==> config.mk <==
export PLATFORM = sky130hd
export DESIGN_NAME = rr_arbiter_16
export DESIGN_NICKNAME = d
export VERILOG_FILES = /design/src/rtl/arb_pkg.sv /design/src/rtl/mux_32bit_16x1.sv /design/src/rtl/rr_pick_16.sv /design/src/rtl/rr_arbiter_16.sv
export SDC_FILE = /design/constraint.sdc
export NUM_CORES = 1
export LEC_CHECK = 0
export ABC_AREA = 0
export BUFFER_PORTS_ARGS = -buffer_cell sky130_fd_sc_hd__buf_4
export CORE_AREA = 2 2 230 232
export CTS_CLUSTER_DIAMETER = 150
export DETAILED_ROUTE_END_ITERATION = 12
export DIE_AREA = 0 0 232 234
export PLACE_DENSITY = 0.39
export SKIP_CTS_REPAIR_TIMING = 1
export SYNTH_ARGS = -nofsm -noshare
export SYNTH_HDL_FRONTEND = slang
export SYNTH_SLANG_ARGS = --single-unit
==> constraint.sdc <==
create_clock -name clk -period 7.7 [get_ports clk]
set_clock_uncertainty 0.2 [all_clocks]
set_input_delay 1.54 -clock clk [delete_from_list [all_inputs] [get_ports clk]]
set_output_delay 1.54 -clock clk [all_outputs]
set_load 0.01 [all_outputs]
==> src/rtl/arb_pkg.sv <==
// arb_pkg: shared constants and types for the 16-way round-robin arbiter.
//   N_REQ : number of requesters
//   SEL_W : width of a requester index / mux select
//   arb_state_t : occupancy of the one-entry output register
package arb_pkg;

    localparam int unsigned N_REQ = 16;
    localparam int unsigned SEL_W = 4;

    typedef enum logic {
        EMPTY = 1'b0,
        FULL  = 1'b1
    } arb_state_t;

endpackage

==> src/rtl/mux_32bit_16x1.sv <==
// mux_32bit_16x1: 16:1 word multiplexer over a flat bus.
// Ports:
//   data_in in  16*W  slice i = data_in[i*W +: W]
//   sel     in  4     slice select
//   data_out out W    selected slice
module mux_32bit_16x1
    import arb_pkg::*;
#(
    parameter int unsigned W = 32
) (
    input  logic [N_REQ*W-1:0] data_in,
    input  logic [SEL_W-1:0]   sel,
    output logic [W-1:0]       data_out
);

    always_comb begin
        data_out = data_in[sel*W +: W];
    end

endmodule

==> src/rtl/rr_pick_16.sv <==
// rr_pick_16: combinational round-robin priority picker.
// Ports:
//   req  in  16  request vector
//   ptr  in  4   highest-priority index
//   pick out 4   first set bit of req scanning ptr, ptr+1, ... (mod 16)
//   any  out 1   at least one request is set
module rr_pick_16
    import arb_pkg::*;
(
    input  logic [N_REQ-1:0] req,
    input  logic [SEL_W-1:0] ptr,
    output logic [SEL_W-1:0] pick,
    output logic             any
);

    logic [SEL_W-1:0] idx;

    // Scan offsets from farthest to nearest so the nearest set bit wins.
    // The 4-bit add wraps modulo 16 on its own.
    always_comb begin
        pick = '0;
        idx  = '0;
        any  = |req;
        for (int k = N_REQ - 1; k >= 0; k--) begin
            idx = ptr + SEL_W'(k);
            if (req[idx]) begin
                pick = idx;
            end
        end
    end

endmodule

==> src/rtl/rr_arbiter_16.sv <==
// rr_arbiter_16: round-robin arbiter sharing one 16:1 mux between 16 requesters,
// capturing the granted word into a one-entry valid/ready output register.
// Ports:
//   clk          in  1     clock, rising edge
//   rst          in  1     synchronous active-high reset
//   req_i        in  16    per-requester request
//   data_i       in  16*W  flat data bus, slice i = data_i[i*W +: W]
//   gnt_o        out 16    one-hot grant, combinational, high in capture cycle
//   out_valid_o  out 1     output register holds a word
//   out_ready_i  in  1     downstream accepts the word this cycle
//   out_data_o   out W     captured word
//   out_src_o    out 4     index of the requester that produced out_data_o
module rr_arbiter_16
    import arb_pkg::*;
#(
    parameter int unsigned W = 32
) (
    input  logic               clk,
    input  logic               rst,
    input  logic [N_REQ-1:0]   req_i,
    input  logic [N_REQ*W-1:0] data_i,
    output logic [N_REQ-1:0]   gnt_o,
    output logic               out_valid_o,
    input  logic               out_ready_i,
    output logic [W-1:0]       out_data_o,
    output logic [SEL_W-1:0]   out_src_o
);

    arb_state_t       state;
    logic [SEL_W-1:0] ptr;
    logic [SEL_W-1:0] pick;
    logic             any;
    logic             capture;
    logic [W-1:0]     mux_out;

    rr_pick_16 u_pick (
        .req  (req_i),
        .ptr  (ptr),
        .pick (pick),
        .any  (any)
    );

    mux_32bit_16x1 #(
        .W (W)
    ) u_mux (
        .data_in  (data_i),
        .sel      (pick),
        .data_out (mux_out)
    );

    // A new word may enter whenever the register is empty or is being drained.
    always_comb begin
        capture = any && ((state == EMPTY) || out_ready_i);
    end

    always_comb begin
        gnt_o = '0;
        if (capture && !rst) begin
            gnt_o = N_REQ'(1) << pick;
        end
    end

    always_comb begin
        out_valid_o = (state == FULL);
    end

    // A capture always leaves the register FULL; a drain without capture empties it.
    // FULL with out_ready_i low has capture low, so everything holds.
    always_ff @(posedge clk) begin
        if (rst) begin
            state      <= EMPTY;
            ptr        <= '0;
            out_data_o <= '0;
            out_src_o  <= '0;
        end else if (capture) begin
            state      <= FULL;
            ptr        <= pick + SEL_W'(1);
            out_data_o <= mux_out;
            out_src_o  <= pick;
        end else if (out_ready_i) begin
            state      <= EMPTY;
        end
    end

endmodule

Word level (Yosys, flattened, before mapping)
Index checks and enable logic that the tools add are counted.
{"block": "word_totals", "register_bits": 41, "input_bits": 531, "out_inout_bits": 53, "wordCells": 96}
{"block": "op_classes", "n_addsub": 16, "magnitude_cmp": 16, "shift": 2, "muxes": 51, "n_bitwise": 1, "reduce_logical": 6}
{"op": "512-bit by 10-bit variable part select with 32-bit output", "n": 1}
{"op": "4-bit by 5-bit less-than comparator with 1-bit output, second input constant", "n": 16}
{"op": "1-bit binary-select mux with 4-bit select", "n": 16}
{"op": "4-bit two-way mux", "n": 16}
{"op": "4-bit adder, second input constant", "n": 8}
{"op": "1-bit two-way mux", "n": 18}
{"op": "4-bit by 3-bit adder with 4-bit output, second input constant", "n": 4}
{"op": "16-bit two-way mux", "n": 1}
{"op": "16-bit OR reduction", "n": 1}
{"op": "1-bit by 4-bit left shift with 16-bit output, first input constant", "n": 1}
{"op": "4-bit by 1-bit adder with 4-bit output, second input constant", "n": 2}
{"op": "4-bit by 2-bit adder with 4-bit output, second input constant", "n": 2}
{"op": "1-bit logical AND", "n": 2}
{"op": "2-bit nonzero test", "n": 1}
{"op": "1-bit zero test", "n": 1}
{"op": "1-bit logical OR", "n": 1}
{"op": "1-bit NOT", "n": 1}

Logic depth before layout (Yosys ltp)
Gate-level depths: netlist (run 1).
{"block": "logic_depth", "ltp_word": 21, "ltp_mapped": 20, "ltp_nobuf": 14}

Modules after synthesis
Synthesis (run 1) repeated with hierarchy kept, for this count alone.
{"block": "hier_totals", "cells_unflattened": 741, "area_unflattened_um2": 7781.2}
{"module": "mux_32bit_16x1", "n_inst": 1, "cells_per_inst": 271, "area_each_um2": 3728.6, "seq_area_each_um2": 0.0}
{"module": "rr_pick_16", "n_inst": 1, "cells_per_inst": 257, "area_each_um2": 2262.2, "seq_area_each_um2": 0.0}
{"module": "rr_arbiter_16", "n_inst": 1, "cells_per_inst": 213, "area_each_um2": 1790.5, "seq_area_each_um2": 820.8}

Worst setup path after synthesis (run 1)
No wires, ideal clock.
{"block": "synth_timing", "kind": "reg-to-output", "startpoint": "reg ptr[1]", "endpoint": "out gnt_o[5]", "arrival_time_ns": 4.594, "required_ns": 5.960, "setup_slack_ns": 1.366, "path_stages_with_launch": 19, "n_path_buf": 7, "path_cell_list": "dfxtp_1 -> buf_4 -> buf_6 -> clkbuf_1 -> inv_1 -> ha_1 -> clkbuf_1 -> mux4_2 -> mux2_2 -> mux2i_4 -> o311a_1 -> o21ai_1 -> a2111oi_0 -> a31oi_1 -> buf_4 -> buf_6 -> buf_2 -> or2_1 -> nor3_1"}
{"block": "synth_via", "elab_chain_cells": 21, "word_cells_on_any_way": 65, "cone_classes": "add/sub (15); shift (1); mux (49)"}
{"element": "from (decl)", "line_no": "rr_arbiter_16.sv:30", "text": "logic [SEL_W-1:0] ptr;"}
{"element": "from (signal assigned)", "line_no": "rr_arbiter_16.sv:77", "text": "ptr <= pick + SEL_W'(1);"}
{"element": "4-bit adder", "line_no": "rr_pick_16.sv:25", "text": "idx = ptr + SEL_W'(k);"}
{"element": "1-bit binary-select mux with 4-bit select", "line_no": "rr_pick_16.sv:26", "text": "if (req[idx]) begin"}
{"element": "1-bit two-way mux (implied by the code)", "line_no": "rr_pick_16.sv:26"}
{"element": "4-bit two-way mux (15 in series)", "line_no": "rr_pick_16.sv:26"}
{"element": "4-bit two-way mux *", "line_no": "rr_pick_16.sv:26"}
{"element": "1-bit by 4-bit left shift with 16-bit output *", "line_no": "rr_arbiter_16.sv:59", "text": "gnt_o = N_REQ'(1) << pick;"}
{"element": "16-bit two-way mux *", "line_no": "rr_arbiter_16.sv:58", "text": "if (capture && !rst) begin"}
{"element": "to (decl)", "line_no": "rr_arbiter_16.sv:22", "text": "output logic [N_REQ-1:0] gnt_o,"}
Every way passes the cells marked *; elsewhere a longest branch is shown, timed or not. The select of a mux whose other input is x is not followed.

Worst setup path after layout (run 1)
{"block": "layout_timing", "startpoint": "reg ptr[2]", "endpoint": "out gnt_o[15]"}
The elaborated chain is that of the path after synthesis.

==> results of run 1 <==
-- logic make-up after synthesis --
kind of cell	Yosys count
simple gates	184
xor+xnor	11
buf+inv	95
flops	41
fa+ha+maj	8
compound gates	284
mux	328
-- metal layers --
layer  GRT usage (%)  up-vias
li1                -     4802
met1            23.0     4789
met2            32.6      386
met3            3.71       36
met4            4.35        4
met5               0        -
-- worst paths after layout --
check	end	slack, ps
setup / recovery	gnt_o[15]	970
hold / removal	out_data_o[1]	250
setup reg to reg	out_data_o[30]	1480
hold reg to reg	out_data_o[1]	250
-- layout make-up --
type                       count  share of cell area (%)
multi-input combinational    815                    51.9
timing repair buffer         607                    34.0
tap                          688                    6.39
sequential                    41                    6.09
clock buffer                   5                   0.929
inverter                      15                   0.418
clock inverter                 3                   0.186
antenna                        3                  0.0557
-- per-stage QoR --
stage	std cells	hold slack, ps	setup WS [ps]
final	2177	252	967
after global routing	2177	272	598
after CTS	2174	257	1000
after detailed placement	2166	244	1040
after global placement	2166	237	1060
after floorplan	951	271	1370
-- critical path: stages (launching register included) --
cell       delay (ps)
dfxtp_1           760
buf_4             380
ha_1              400
xnor2_1           330
mux4_2            710
nand2_1           120
o311a_1           210
o21ai_1            80
a2111oi_0         640
a31oi_4           270
nand2_1           220
inv_2              60
ha_1              200
and3_1            140
buf_4             140
-- layout by cell type (no fill, tap or decap), drive strengths merged, types with 5 or more instances in the layout --
cell / instances
a2111oi: 8
inv: 16
o21ai: 79
nand3: 12
nor2: 36
mux4: 33
mux2i: 219
xnor2: 11
dfxtp: 41
ha: 8
clkbuf: 5
a21oi: 15
nor3: 7
o211ai: 70
buf: 607
nor2b: 7
nand2: 90
mux2: 76
a22oi: 67
and3: 7
-- power by group through the flow --
stage / Clock (mW) / Combinational, mW / Sequential, mW
finish: 0.253 / 6.83 / 0.410
global route: 0.275 / 7.34 / 0.424
CTS: 0.273 / 6.87 / 0.410
detailed placement: 0 / 6.85 / 0.414
global placement: 0 / 6.85 / 0.413
floorplan: 0 / 4.97 / 0.421
-- flip-flops by register name, indices dropped and copies added, names as in the netlist --
signal and cells:
out_valid_o 1, ptr 4, out_data_o 32, out_src_o 4
==> flow_summary.yaml, run 1 <==
floorplan:
  die_x_um: 232
  io_pins: 584
  dieArea_um2: 54300
  die_h_um: 234
  core_um2: 52000
  initial_utilization_pct: 16.0
  row_count: 84
pwr:
  leakage_nw: 5.89
  pwr-share-comb_pct: 91.1
  seq_power_share_pct: 5.5
  pwr-share-clk_pct: 3.4
  total_power_mw: 7.49
  sw_frac_of_total_pct: 55.5
  vdd_drop_max_uv: 428
  internal-power_mw: 3.33
  p_switching_mw: 4.16
  p_per_area_nw_per_um2: 556
yosys:
  synth-compound-area-share_pct: 25.1
  synth-edff-count: 0
  synth_area_leaders: "mux2i_1 26%, mux2_2 10%, dfxtp_1 9.8%"
  yosysMostFrequentCell: "mux2i_1"
  synthXorXnorAreaFrac_pct: 1.56
  yosys.area.top_type: "mux2i_1"
  ys_ff_latch: 41
  synthMuxAreaShare_pct: 45.7
  synth_ff_type: "dfxtp_1"
  syn_area_um2: 8330
  syn_area_per_cell_um2: 8.76
  synth_commonest_cells: "216 x mux2i_1, 90 x nand2_1, 75 x mux2_2, 70 x o211ai_1, 67 x a22oi_1"
  synth_top_family_by_area: "multiplexers"
  synth.distinct_cells: 75
  syn_nets: 1490
  synthCells: 951
  synth-async-reset-ratio_pct: 0
  synth-warning-count: 0
  yosysSeqAreaShare_pct: 9.85
  yosysTopAreaCellShare_pct: 25.9
  synthAdderAreaFrac_pct: 1.20
  yosys.area_share.simple_pct: 9.89
cells_and_area:
  multi_input_area_um2: 6990
  syn_to_final_growth_pct: 61.7
  finalInstanceArea_um2: 13500
  drive_gt1_share_pct: 50.6
  nets: 2024
  postLayoutCoreUtil_pct: 25.9
  seq_area_um2: 821
  n_fill_cell: 5736
cts:
  cts_tree: "built"
  clkLatencyLatePin_ps: 330
  numCtsBuffers: 5
  cts.sinks: 41
  cts.clk_slew.worst_paths_ps: 80
  cts_buffer_depth: 2
  htreeDepth: 2
  clock-root-buffer: "clkbuf_16"
worst_hold_path:
  min-delay-start: "out_data_o[1]"
  holdPathStages: 2
  hold_class: "flop to flop"
placement:
  place_area_um2: 13300
  post-dp-hpwl_mm: 43.8
  gp_congestion: 0.952
  port_buffers: 583
worst_setup_path:
  startpoint: "ptr[2]"
  reg2reg_from: "ptr[2]"
  r2r_cells: 13
  worstPathMaxFanout: 18
  start_kind: "flop"
  endpoint_kind: "primary output"
  crit_arrival_ps: 4990
  critPathKind: "flop to primary output"
  crit_required_ps: 5960
sta:
  period_needed_ps: 6730
  fmax_mhz: 149
  slew_viol_final: 0
  setup-violations-final: 0
  hold_violations: 0
  rsz0062_at_grt: "no"
  post-route-period-util_pct: 87.4
  worst-slew-pin-transition_ps: 1190
  slew_headroom_pct: 21.0
  setup_tns_ps: 0
grt:
  grt_pass1_vias: 10273
  grtUsageTotal_pct: 18.5
  grt_overflow_total: 0
  grt_max_degree: 99
  grt_pass1_wl_mm: 72.2
  antenna_found_initial: 7
routing:
  antenna_left: 0
  first_pass_iters: 5
  met2_wirelength_mm: 27.0
  drtIter0Drc: 518
  wirelength_mm: 52.7
  drcViolationCount: 0
  via_count: 10017
  avgViaCountPerCell: 4.60
  wl_per_cell_um: 24.2
  m1WireLength_mm: 21.6
  route.met3.wl_mm: 3.21
  dr.max_layer_used: "met5"
run_status:
  status: "complete, no violations"
job:
  cap_violations: 0
(Power assumes the default switching activity.)
==> run 2, diff against run 1 <==
Settings changed: BUFFER_PORTS_ARGS -buffer_cell sky130_fd_sc_hd__buf_4 to unset, CTS_CLUSTER_SIZE set to 8, DONT_BUFFER_PORTS set to 1, PLACE_DENSITY 0.39 to 0.3.
==> run 2 against run 1 <==
  * Cell count is 26% lower
  * Core utilization shrank 8.2 points
  * Combinational power down 5.6%
  * Worst hold slack better by 62 ps
  * Via count shrank 19%
  * Routed wire length decreased by 8.2%
  * Register-to-register slack improved by 190 ps
  * Global-route usage is 1.6 points lower
  * Sequential power rose by 23%
  * Critical path type is now primary input to primary output
  * Critical path depth decreased by 5
  * Maximum frequency rose by 3.6%
==> flow_summary.yaml, run 2 (synthesized netlist as in run 1, its figures left out) <==
placement:
  port_buffers: 0
  place_worst_setup_slack_ps: 976
  post-dp-hpwl_mm: 41.2
  place_area_um2: 8990
  gp_congestion: 0.885
cts:
  cts_buffer_depth: 2
  cts.sinks: 41
  cts_tree: "built"
  clkLatencyLatePin_ps: 310
  cts.clk_slew.worst_paths_ps: 70
  htreeDepth: 2
  clock-root-buffer: "clkbuf_16"
  numCtsBuffers: 5
routing:
  wirelength_mm: 48.4
  first_pass_iters: 5
  avgViaCountPerCell: 5.03
  wl_per_cell_um: 30.1
  antenna_left: 0
  drcViolationCount: 0
  drtIter0Drc: 553
  via_count: 8089
sta:
  slew_viol_final: 0
  fmax_mhz: 154
  fin_ws_ps: 1200
  setup-violations-final: 0
  rsz0062_at_grt: "no"
  post-route-period-util_pct: 84.4
  hold_violations: 0
  setup_tns_ps: 0
  period_needed_ps: 6500
  slew_headroom_pct: 33.3
  worst-slew-pin-transition_ps: 1000
grt:
  antenna_found_initial: 19
  grtUsageTotal_pct: 16.9
  grt_pass1_vias: 7884
  grt_overflow_total: 0
  grt_use_met2_pct: 27.9
  grt_pass1_wl_mm: 63.4
  busiest_layer: "met2"
  met1_usage_pct: 21.7
  grt_max_degree: 105
  met3_usage_pct: 5.03
worst_setup_path:
  endpoint_kind: "primary output"
  cp.depth: 9
  cpLargestDelayFamily: "compound AO/OA/AOI/OAI gates"
  crit_arrival_ps: 4760
  cp.buffers_inverters: 0
  cpMaxStageDelayCell: "a2111oi_0"
  critPathKind: "primary input to primary output"
  slowest_delay_ps: 670
  r2r_cells: 16
  start_kind: "primary input"
  crit_required_ps: 5960
  worstPathMaxFanout: 8
  path_cells: "mux4_2, mux2i_1, mux2_2, o311a_1, o21ai_1, a2111oi_0, a31oi_4, or2_1, nor3_1"
job:
  cap_violations: 0
cells_and_area:
  drive_gt1_share_pct: 19.2
  largest_reg_flops: 32
  postLayoutCoreUtil_pct: 17.7
  nets: 1447
  finalInstanceArea_um2: 9180
  mostFrequentLayoutCells: "216 x mux2i_1, 90 x nand2_1, 75 x mux2_2, 70 x o211ai_1, 67 x a22oi_1"
  largest_register: "out_data_o"
  syn_to_final_growth_pct: 10.2
  final_common_cell: "mux2i_1"
  largestRegisters: "out_data_o x32, out_src_o x4, ptr x4"
floorplan:
  core_um2: 52000
  io_pins: 584
  initial_utilization_pct: 16.0
  die_h_um: 234
  row_count: 84
  die_x_um: 232
  dieArea_um2: 54300
run_status:
  status: "complete, no violations"
worst_hold_path:
  holdPathStages: 2
  hold_class: "flop to flop"
pwr:
  p_per_area_nw_per_um2: 785
  vdd_drop_max_uv: 377
  leakage_nw: 3.11
## run 2: stage by stage
stage	hold slack [ps]	power, mW	instances
final	314	7.21	1607
after global routing	331	7.78	1601
after CTS	320	7.35	1596
after detailed placement	311	7.05	1589
after global placement	305	7.06	1589
after floorplan	271	5.39	951
## run 2: final timing paths
path / start / end / slack (ps)
setup reg to reg: ptr[1] / out_data_o[17] / 1670
hold reg to reg: out_data_o[30] / out_data_o[30] / 310
setup / recovery: req_i[0] / gnt_o[5] / 1200
hold / removal: out_data_o[30] / out_data_o[30] / 310
## run 2: worst register-to-register path, cell delays in order (launching register included)
cell and delay [ps]:
dfxtp_1 320, inv_1 40, buf_4 170, ha_1 700, mux4_2 450, mux2i_1 380
mux2_2 290, nor2_1 50, a311oi_1 290, o2111ai_1 280, a31oi_4 460, buf_12 380
buf_4 800, mux2i_1 780, nand2_1 120, o211ai_1 120, o21ai_1 90
## run 2: per-layer routing
layer / share of wire (%) / vias up
met3: 8.4 / 41
met5: 0.11 / -
li1: - / 3657
met2: 49 / 406
met4: 1.4 / 8
met1: 42 / 3977
## run 2: final cells by class
type | count | area [µm²]
multi-input combinational | 815 | 6990
clock inverter | 2 | 35.0
fill | 5900 | 42800
clock buffer | 5 | 125
inverter | 15 | 56.3
tap | 688 | 861
timing repair buffer | 30 | 263
sequential | 41 | 821
antenna | 11 | 27.5
## run 2: power by group
part | switching [mW] | total, mW | internal, mW
registers | 0.172 | 0.503 | 0.331
clock network | 0.105 | 0.256 | 0.151
logic | 3.81 | 6.45 | 2.64
==> run 3, diff against run 2 <==
Settings changed: PLACE_DENSITY 0.3 to 0.31.
Clock period 7.7 ns to 5.7 ns, I/O delays scaled along.
==> run 3 against run 2 <==
  * Routed wire length decreased by 0.72%
  * Cell count up 2.6%
  * Register-to-register slack worse by 1300 ps
  * Sequential share of layout area is 0.42 points lower
  * Combinational power up 42%
  * Non-clock buffer count increased by 43
  * Flip-flop and latch count unchanged
  * Largest power group unchanged
==> flow_summary.yaml, run 3 (synthesized netlist as in run 1, its figures left out) <==
worst_setup_path:
  slowest_delay_ps: 500
  rrSetupSlack_ps: 410
  start_kind: "primary input"
  cpMaxStageDelayCell: "a2111oi_0"
  reg2reg_from: "ptr[1]"
  crit_arrival_ps: 4080
  crit_required_ps: 4360
  cp_common_cell: "mux2i_1"
  r2r-end: "out_data_o[0]"
  r2r_cells: 17
  endpoint_kind: "primary output"
  path_cells: "mux4_2, mux2i_1, mux2i_1, a2111oi_0, o31ai_1, a21oi_1, o221a_2, nand2b_1, nor3_1, buf_4"
  critPathKind: "primary input to primary output"
  worstPathMaxFanout: 8
floorplan:
  die_x_um: 232
  initial_utilization_pct: 16.0
  io_pins: 584
  die_h_um: 234
  dieArea_um2: 54300
  core_um2: 52000
  row_count: 84
sta:
  slew_viol_final: 0
  setup-violations-final: 0
  worst-slew-pin-transition_ps: 1020
  rsz0062_at_grt: "no"
  setup_tns_ps: 0
  slew_headroom_pct: 32.1
  post-route-period-util_pct: 95.1
  fmax_mhz: 184
  hold_violations: 0
  holdWs_ps: 311
  fin_ws_ps: 279
  period_needed_ps: 5420
cells_and_area:
  nets: 1490
  drive_gt1_share_pct: 23.2
  final_cells: 1648
  largest_register: "out_data_o"
  syn_to_final_growth_pct: 15.6
  postLayoutCoreUtil_pct: 18.5
  mostFrequentLayoutCells: "216 x mux2i_1, 90 x nand2_1, 75 x mux2_2, 70 x o211ai_1, 67 x a22oi_1"
  final_common_cell: "mux2i_1"
  largestRegisters: "out_data_o x32, out_src_o x4, ptr x4"
  largest_reg_flops: 32
  finalInstanceArea_um2: 9630
pwr:
  vdd_drop_max_uv: 799
  p_per_area_nw_per_um2: 1060
  leakage_nw: 3.35
  total_power_mw: 10.2
cts:
  clkLatencyLatePin_ps: 310
  numCtsBuffers: 5
  cts_buffer_depth: 2
  cts.clk_slew.worst_paths_ps: 80
  cts.sinks: 41
  htreeDepth: 2
  cts_tree: "built"
  clock-root-buffer: "clkbuf_16"
routing:
  wl_per_cell_um: 29.1
  wirelength_mm: 48.0
  first_pass_iters: 4
  antenna_left: 0
  via_count: 8141
  avgViaCountPerCell: 4.94
  drtIter0Drc: 556
  drcViolationCount: 0
job:
  cap_violations: 0
placement:
  port_buffers: 0
  place_worst_setup_slack_ps: 201
  gp_congestion: 0.927
  post-dp-hpwl_mm: 40.9
  place_area_um2: 9410
  place_inst: 1632
worst_hold_path:
  min-delay-start: "out_data_o[30]"
  holdPathStages: 2
  hold_class: "flop to flop"
  min_to: "out_data_o[30]"
grt:
  grtUsageTotal_pct: 16.6
  antenna_found_initial: 22
  grt_pass1_vias: 7899
  grt_max_degree: 92
  grt_overflow_total: 0
  grt_pass1_wl_mm: 62.7
run_status:
  status: "complete, no violations"
==> run 3: changes by cell type in the layout (fill, tap and decap cells not counted) <==
cell / delta
buf_4: +35
buf_12: +7
diode_2: -3
clkbuf_8: +2
ha_1: -2
xnor2_4: +2
buf_6: +1
bufinv_16: -1
ha_2: +1
ha_4: +1
xnor2_1: -1
xnor2_2: -1
==> run 3: area by class of cell <==
type	instances	area (µm²)
fillers	5909	42400
multi-input cells	815	7040
well taps	688	861
flip-flops and latches	41	821
repair buffers	73	677
clock buffers	7	153
inverters	15	56.3
diodes	8	20.0
clock inverters	1	5.00
==> run 3: report_power, final <==
part	internal [mW]	leakage (nW)	switching (mW)
registers	0.447	0.343	0.215
logic	4.01	2.93	5.17
clock network	0.187	0.0800	0.150
==> run 3: worst max-delay path by stage <==
stage                     startpoint              to  slack [ps]  depth (start not counted)
after global placement      req_i[5]        gnt_o[5]         140                         11
after detailed placement   req_i[10]  out_data_o[25]         200                         15
after global routing       req_i[13]        gnt_o[4]          20                         10
after CTS                     ptr[0]        gnt_o[5]          30                         13
after floorplan               ptr[1]        gnt_o[5]          30                         18
final                       req_i[9]        gnt_o[4]         280                         10
==> run 3: routing by layer <==
| metal | track usage (%) | share of wire, % | vias up |
|---|---|---|---|
| li1 | - | - | 3740 |
| met3 | 5.37 | 7.5 | 42 |
| met4 | 3.31 | 1.2 | 18 |
| met1 | 22.2 | 44 | 3997 |
| met2 | 25.9 | 47 | 344 |
| met5 | 0 | 0.23 | - |
==> run 3: worst max-delay path: cells and delay by family <==
kind,cells,cell delay (ps)
compound gates,4,1240
buf+inv,1,150
mux,3,1210
simple gates,2,340
